==> src/rtl/uart_mem_dump_tx.sv <==
// uart_mem_dump_tx: reads a range of memory words and sends each as 4 bytes over UART, 8N1, LSB first
module uart_mem_dump_tx #(
   parameter int CLKS_PER_BIT = 78,
   parameter int ADDR_W       = 14,
   parameter int CNT_W        = 15
) (
   input  logic              clock,
   input  logic              reset,
   input  logic              start,
   input  logic [ADDR_W-1:0] start_adr,
   input  logic [CNT_W-1:0]  word_cnt,
   output logic              mem_rd_o,
   output logic [ADDR_W-1:0] mem_adr_o,
   input  logic [31:0]       mem_dat_i,
   output logic              tx_o,
   output logic              busy_o,
   output logic              done_o
);
   localparam int BW = $clog2(CLKS_PER_BIT);
   localparam logic [BW-1:0] BAUD_MAX = BW'(CLKS_PER_BIT - 1);
   typedef enum logic [2:0] {IDLE, READ, LATCH, START, DATA, STOP, DONE} state_t;
   state_t            state, state_n;
   logic [ADDR_W-1:0] adr_n;
   logic [CNT_W-1:0]  left, left_n;
   logic [31:0]       sh, sh_n;
   logic [1:0]        byte_idx, byte_n;
   logic [2:0]        bit_idx, bit_n;
   logic [BW-1:0]     baud, baud_n;
   logic              tick;
   assign tick     = baud == BAUD_MAX;
   assign mem_rd_o = state == READ;
   assign busy_o   = state != IDLE;
   assign done_o   = state == DONE;
   always_comb begin
      state_n = state;
      adr_n   = mem_adr_o;
      left_n  = left;
      sh_n    = sh;
      byte_n  = byte_idx;
      bit_n   = bit_idx;
      baud_n  = (state inside {START, DATA, STOP}) && !tick ? baud + 1'b1 : '0;
      case (state)
         IDLE: if (start) begin
            adr_n   = start_adr;
            left_n  = word_cnt;
            state_n = word_cnt == '0 ? DONE : READ;
         end
         READ: state_n = LATCH;
         LATCH: begin
            sh_n    = mem_dat_i;
            byte_n  = '0;
            state_n = START;
         end
         START: if (tick) begin
            bit_n   = '0;
            state_n = DATA;
         end
         // The word is shifted right per bit, so sh[0] is always the next bit on the line
         DATA: if (tick) begin
            sh_n    = {1'b0, sh[31:1]};
            bit_n   = bit_idx + 1'b1;
            state_n = bit_idx == 3'd7 ? STOP : DATA;
         end
         STOP: if (tick) begin
            if (byte_idx != 2'd3) begin
               byte_n  = byte_idx + 1'b1;
               state_n = START;
            end else if (left > CNT_W'(1)) begin
               left_n  = left - 1'b1;
               adr_n   = mem_adr_o + 1'b1;
               state_n = READ;
            end else begin
               state_n = DONE;
            end
         end
         DONE: state_n = IDLE;
         default: state_n = IDLE;
      endcase
   end
   always_ff @(posedge clock) begin
      if (reset) begin
         state     <= IDLE;
         mem_adr_o <= '0;
         left      <= '0;
         sh        <= '0;
         byte_idx  <= '0;
         bit_idx   <= '0;
         baud      <= '0;
         tx_o      <= 1'b1;
      end else begin
         state     <= state_n;
         mem_adr_o <= adr_n;
         left      <= left_n;
         sh        <= sh_n;
         byte_idx  <= byte_n;
         bit_idx   <= bit_n;
         baud      <= baud_n;
         tx_o      <= state == START ? 1'b0 : state == DATA ? sh[0] : 1'b1;
      end
   end
endmodule

==> config.mk <==
export PLATFORM = sky130hd
export DESIGN_NAME = uart_mem_dump_tx
export DESIGN_NICKNAME = d
export VERILOG_FILES = /design/src/rtl/uart_mem_dump_tx.sv
export SDC_FILE = /design/constraint.sdc
export NUM_CORES = 1
export LEC_CHECK = 0
export CORE_ASPECT_RATIO = 1.1
export CORE_UTILIZATION = 35
export DETAILED_ROUTE_END_ITERATION = 8
export GPL_TIMING_DRIVEN = 0
export HOLD_SLACK_MARGIN = 0.06
export PLACE_DENSITY = 0.7
export SETUP_SLACK_MARGIN = 0.2
export SLEW_MARGIN = 40
export SYNTH_ARGS = -nofsm -noshare
export SYNTH_HDL_FRONTEND = slang
export SYNTH_SLANG_ARGS = --single-unit
==> constraint.sdc <==
create_clock -name clock -period 2.6 [get_ports clock]
set_clock_uncertainty 0.1 [all_clocks]
set_input_delay 0.26 -clock clock [delete_from_list [all_inputs] [get_ports clock]]
set_output_delay 0.26 -clock clock [all_outputs]
set_load 0.005 [all_outputs]
Word-level counts from Yosys, hierarchy flattened. Cells that the tools add are included. W data, S select, Z words.

Latch bits: 0. RAM bits: 0. Register bits after elaboration: 77. Word-level logic and storage cells: 76. Memories: 0. Output and inout port bits: 18. Input port bits: 64. Memory bits (read-only): 0.

Divide/modulo/power cells: 0. Shifts and indexed selects: 0. Reductions and logical operators: 16. Order comparisons: 1. $add $sub $neg: 5. $mul: 0. Muxes and demuxes: 29. Equal/unequal tests: 16. Bitwise operators: 1.

Operators with widths (count): $pmux W32 S2 (1); $mux W15 (4); $mux W14 (4); $mux W32 (1); $pmux W15 S2 (1); $pmux W14 S2 (1); $mux W3 (9); $pmux W3 S6 (1); $gt A15 B1 Y1 const B (1); $logic_not A15 Y1 (1); $sub A15 B1 Y15 const B (1); $add A14 B1 Y14 const B (1); $eq A3 B3 Y1 const B (4); $ne A2 B2 Y1 const B (6); $reduce_bool A2 Y1 (4); $add A7 B1 Y7 const B (1); $eq A7 B7 Y1 const B (1); $eq A3 B2 Y1 const B (2); $pmux W3 S2 (1); $reduce_and A3 Y1 (2); $reduce_bool A3 Y1 (2); $reduce_and A5 Y1 (1); $mux W2 (2); $ne A2 B1 Y1 const B (2); other kinds (12) (14).

Depth between registers and ports, before layout.
Word-level depth: 5. Mapped depth: 9. Depth with buffers taken out: 7.

Worst setup path after synthesis. No wires, ideal clock.

Path kind: register to register. Start point: register baud[0]. End point: register mem_adr_o[7]. Setup slack: 518 ps. Stages on the path, launching flop included: 9. Arrival time: 1851 ps. Path through: dfxtp_1 ha_1 nor4bb_1 and3_1 clkbuf_2 a21oi_1 clkbuf_1 o311ai_1 o31ai_1.

Longest elaborated chain between the ends: 3.

Ends and longest elaborated chain: start, declared (RTL line 28) `logic [BW-1:0] baud, baud_n;`; start signal, assigned (RTL line 97) `baud <= baud_n;`; $eq A7 B7 Y1 (RTL line 30) `assign tick = baud == BAUD_MAX;`; $ne A2 B2 Y1 (no line); $reduce_and A5 Y1 (no line); end signal, assigned (RTL line 92) `mem_adr_o <= adr_n;`; end, declared (RTL line 13) `output logic [ADDR_W-1:0] mem_adr_o,`.

No other way between the ends. A chain may end at the register's enable or synchronous reset.

Final worst setup path.
Start point: register left[0]. End point: register left[14].

Longest elaborated chain between the ends: 5. Elaborated cells on any way between the ends: 8. Those cells by class: add/sub: 1; order compare: 1; eq/ne: 1; mux: 4; reduce/logical: 1.

Ends and longest elaborated chain: start, declared (RTL line 24) `logic [CNT_W-1:0] left, left_n;`; start signal, assigned (RTL line 93) `left <= left_n;`; $sub A15 B1 Y15 (RTL line 69) `left_n = left - 1'b1;`; $mux W15 (RTL line 68) `end else if (left > CNT_W'(1)) begin`; $mux W15 (RTL line 65) `if (byte_idx != 2'd3) begin`; $mux W15 (RTL line 64) `STOP: if (tick) begin`; $pmux W15 S2 (RTL line 42) `case (state)`.

Parallel ways exist; a longest one is shown, timed or not. The select of a mux whose other input is x is not followed.

==> summary.txt <==
Synth
  • Prevailing post-synth register cell: sky130_fd_sc_hd__dfxtp_1
  • Post-Syn Area per Cell: roughly 7.7 µm²
  • Sequential element share of the synthesized area: 0.365
  • Total of flip-flops plus latches after synthesis: 77
  • Synthesized instance count: roughly 550
  • Number of enable-type register cells in the synthesized netlist: 0
  • Proportion of synthesized flip-flops having asynchronous set or reset: 0
  • Count of yosys warnings during synthesis: 0
  • Post-synth cell types: between 60 and 70
  • Post-Syn Nets: about 620
  • Post-Synthesis Cell Area: approximately 0.0042 mm²

Power and ir drop
  • IR Drop Worst-Case VDD: ~0.47 mV
  • P per Cell Area: a little under 900 mW/mm²
  • Static leakage: 2.03 nW

Finish
  • Count of fill cells added during filler insertion: 1134
  • Nets: just over 700
  • Number of antenna cells inserted: 0
  • Final core utilization: 0.486
  • Area growth syn-to-layout: 33.3%
  • Share of post-route cells with drive strength above 1: 0.0892

STA
  • Final-layout setup total negative slack: 0 ps
  • Actual slew at the worst max-slew pin: about 750 ps
  • Ratio of final minimum period to clock period: 0.894
  • Maximum achievable frequency: ~0.43 GHz
  • Hold Violations, Final: 0
  • Setup violators final: 0
  • Final period demand of the worst path: approximately 2300 ps
  • Worst hold margin: roughly 360 ps
  • Pins over their slew limit: 0
  • Unrepaired setup endpoints after global routing: true
  • Smallest setup slack after layout: between 200 and 300 ps
  • Worst slew margin relative to its limit: 0.495

Critical path
  • WP buf/inv: 1
  • Data required time of the critical path: 2780 ps
  • Library cell contributing the largest single delay on the critical path: sky130_fd_sc_hd__or4_1
  • Startpoint kind of the worst setup timing path: register
  • Family with the most delay on the worst path: simple AND/OR/NAND/NOR gates
  • Endpoint arrival time on the critical path: ~2500 ps
  • Worst setup path category: register to register
  • Worst path cell trace: inv_1, ha_1, nor4b_4, nand4_2, or4_1, a2111oi_2, a31o_1
  • Endpoint kind of the worst setup timing path: register
  • Top fanout value on the critical path: 5
  • Slowest Stage Delay on Critical Path: around 450 ps

Clocking
  • Clock root buffer: sky130_fd_sc_hd__clkbuf_16
  • Number of sinks on the clock net: a little under 80
  • TritonCTS Buffers: 9
  • CTS H-tree depth: 3
  • Total of hold buffers inserted after clock tree synthesis: 0
  • Clock tree from TritonCTS: done
  • Register clock-pin slew on the reported worst setup and hold paths: roughly 60 ps
  • CTS Buffer Depth: 2
  • Insertion delay of the later-clocked pin in the worst-skew pair: about 340 ps

Global routing
  • Overall routing resource usage: 0.214
  • First-pass GRT wire length: ~21000 µm
  • Largest net degree at the start of global routing: 15
  • GR Overflow Total: 0
  • Vias in the first global route: between 4000 and 5000
  • Antenna violations before repair: 0

Placement
  • HPWL after DPL: 9330 µm
  • Input/output buffers: 81
  • Worst setup slack before clock tree synthesis: between 40 and 50 ps
  • GPL Wtd Cong: between 0.9 and 1

Floorplanning
  • FP Rows: about 40
  • Area of the placeable core: approximately 0.012 mm²
  • Area enclosed by the die boundary: 0.0125 mm²
  • Number of placed I/O pins: 82
  • Overall die height: 117 µm
  • Effective utilization at floorplan: 0.364
  • Width of the die: ~110 µm

Routing
  • Final routed wire length divided by cell count: approximately 17 µm
  • Vias: between 4000 and 5000
  • DR DRC count: 0
  • Number of DRC markers after the initial detailed-route iteration: 338
  • Post-DRT Antenna Nets: 0
  • Iteration count of the initial detailed-routing pass: 5
  • Sum of routed wire length over all layers: ~13000 µm
  • Post-DR vias/cell: around 5.9

Min path
  • Type of the most critical hold path: register to register

Run status
  • Status: finished clean

Job
  • Count of maximum capacitance violations: 0
-- power by group --
part           internal, mW  total, mW  switching, mW
Clock                 0.777       1.30          0.528
Combinational         0.812       1.88           1.07
Sequential             1.48       1.73          0.252
Total                  3.07       4.92           1.85
-- layer usage --
metal  share of wire  vias up  track usage
met3           0.086       37       0.0365
met5               0        -            0
li1                -     2239            -
met2            0.47      246        0.369
met1            0.42     2161        0.262
met4           0.030        0       0.0995
-- synth_stat cells (3+ instances only) --
cell type,number,area share
sky130_fd_sc_hd__and3_1,4,0.0059
sky130_fd_sc_hd__ha_1,8,0.024
sky130_fd_sc_hd__a311oi_1,34,0.071
sky130_fd_sc_hd__nand3_1,31,0.037
sky130_fd_sc_hd__a21oi_1,37,0.044
sky130_fd_sc_hd__clkbuf_1,34,0.030
sky130_fd_sc_hd__nand2_1,100,0.089
sky130_fd_sc_hd__xnor2_1,3,0.0062
sky130_fd_sc_hd__inv_1,3,0.0027
sky130_fd_sc_hd__o211ai_1,3,0.0053
sky130_fd_sc_hd__o21a_1,4,0.0071
sky130_fd_sc_hd__and2_1,5,0.0074
sky130_fd_sc_hd__a22oi_1,3,0.0053
sky130_fd_sc_hd__a31oi_1,4,0.0059
sky130_fd_sc_hd__nand4_1,4,0.0059
sky130_fd_sc_hd__o21ai_0,15,0.018
sky130_fd_sc_hd__nor2b_1,4,0.0059
sky130_fd_sc_hd__nor4_1,6,0.0089
sky130_fd_sc_hd__nor2_1,65,0.058
sky130_fd_sc_hd__buf_2,9,0.011
sky130_fd_sc_hd__o311ai_0,4,0.0083
sky130_fd_sc_hd__o31ai_1,25,0.044
sky130_fd_sc_hd__o2111ai_1,3,0.0062
sky130_fd_sc_hd__nor3_1,6,0.0071
sky130_fd_sc_hd__a32o_1,4,0.0095
sky130_fd_sc_hd__nor3b_1,5,0.0089
sky130_fd_sc_hd__o41ai_1,6,0.012
sky130_fd_sc_hd__or3_1,3,0.0044
sky130_fd_sc_hd__dfxtp_1,77,0.37
-- logic make-up (layout without fill, tap and decap cells) --
group           Yosys count  after routing  synth area share
xor+xnor                  5              5            0.0104
flops                    77             77             0.365
simple gates            253            253             0.283
compound gates          158            158             0.271
fa+ha+maj                 8              8            0.0237
buf+inv                  50            149            0.0474
-- placed cells by master, fill, tap and decap left out, drive strengths merged, types with 4 or more instances in the layout --
cell	count
a21oi	37
a311oi	34
a31oi	4
a32o	4
and2	5
and3	4
buf	11
clkbuf	47
clkdlybuf4s50	81
clkinv	5
dfxtp	77
ha	8
inv	4
nand2	100
nand3	31
nand4	5
nor2	66
nor2b	4
nor3	7
nor3b	5
nor4	7
o2111ai	4
o21a	4
o21ai	17
o311ai	6
o31ai	25
o41ai	6
or3	4
-- sequential cells by signal (all words and copies together), names as in the netlist --
register   flops
baud           7
mem_adr_o     14
byte_idx       2
sh            32
state          3
tx_o           1
bit_idx        3
left          15
-- what timing repair did --
| item | 4_1_cts | 5_1_grt |
|---|---|---|
| pin swaps | 0 | 1 |
| resized for setup | 6 | 30 |
| gates cloned | 0 | 0 |
| buffers inserted | 0 | 2 |
| setup endpoints to repair | 25 | 61 |
-- metrics by stage --
| step | cell area (µm²) | cells | power [mW] |
|---|---|---|---|
| 6_report | 5630 | 800 | 4.92 |
| 5_1_grt | 5630 | 800 | 5.21 |
| 4_1_cts | 5550 | 798 | 4.82 |
| 3_5_place_dp | 5220 | 782 | 3.50 |
| 3_3_place_gp | 5220 | 782 | 3.45 |
| 2_1_floorplan | 4220 | 551 | 2.86 |
-- worst paths after layout --
kind | start | endpoint | slack [ps] | cells past startpoint
worst max-delay path | left[0]$_SDFFE_PP0P_ | left[14]$_SDFFE_PP0P_ | 270 | 7
worst min-delay path | baud[0]$_SDFF_PP0_ | baud[0]$_SDFF_PP0_ | 360 | 1
worst max register to register | left[0]$_SDFFE_PP0P_ | left[14]$_SDFFE_PP0P_ | 270 | 7
worst min register to register | baud[0]$_SDFF_PP0_ | baud[0]$_SDFF_PP0_ | 360 | 1
-- worst reg2reg max path, stage by stage (launching register included) --
cell                        delay, ps
sky130_fd_sc_hd__dfxtp_1          350
sky130_fd_sc_hd__inv_1            120
sky130_fd_sc_hd__ha_1             270
sky130_fd_sc_hd__nor4b_4          310
sky130_fd_sc_hd__nand4_2          180
sky130_fd_sc_hd__or4_1            450
sky130_fd_sc_hd__a2111oi_2        370
sky130_fd_sc_hd__a31o_1           130
-- cell type report --
class	instances	area, µm²	share of cell area
flip-flops and latches	77	1540	0.274
inverters	4	15.0	0.00267
plain buffers	46	210	0.0373
well taps	150	188	0.0333
repair buffers	83	826	0.147
multi-input cells	424	2540	0.451
clock buffers	10	239	0.0424
clock inverters	6	70.1	0.0124
(Power assumes the default switching activity.)
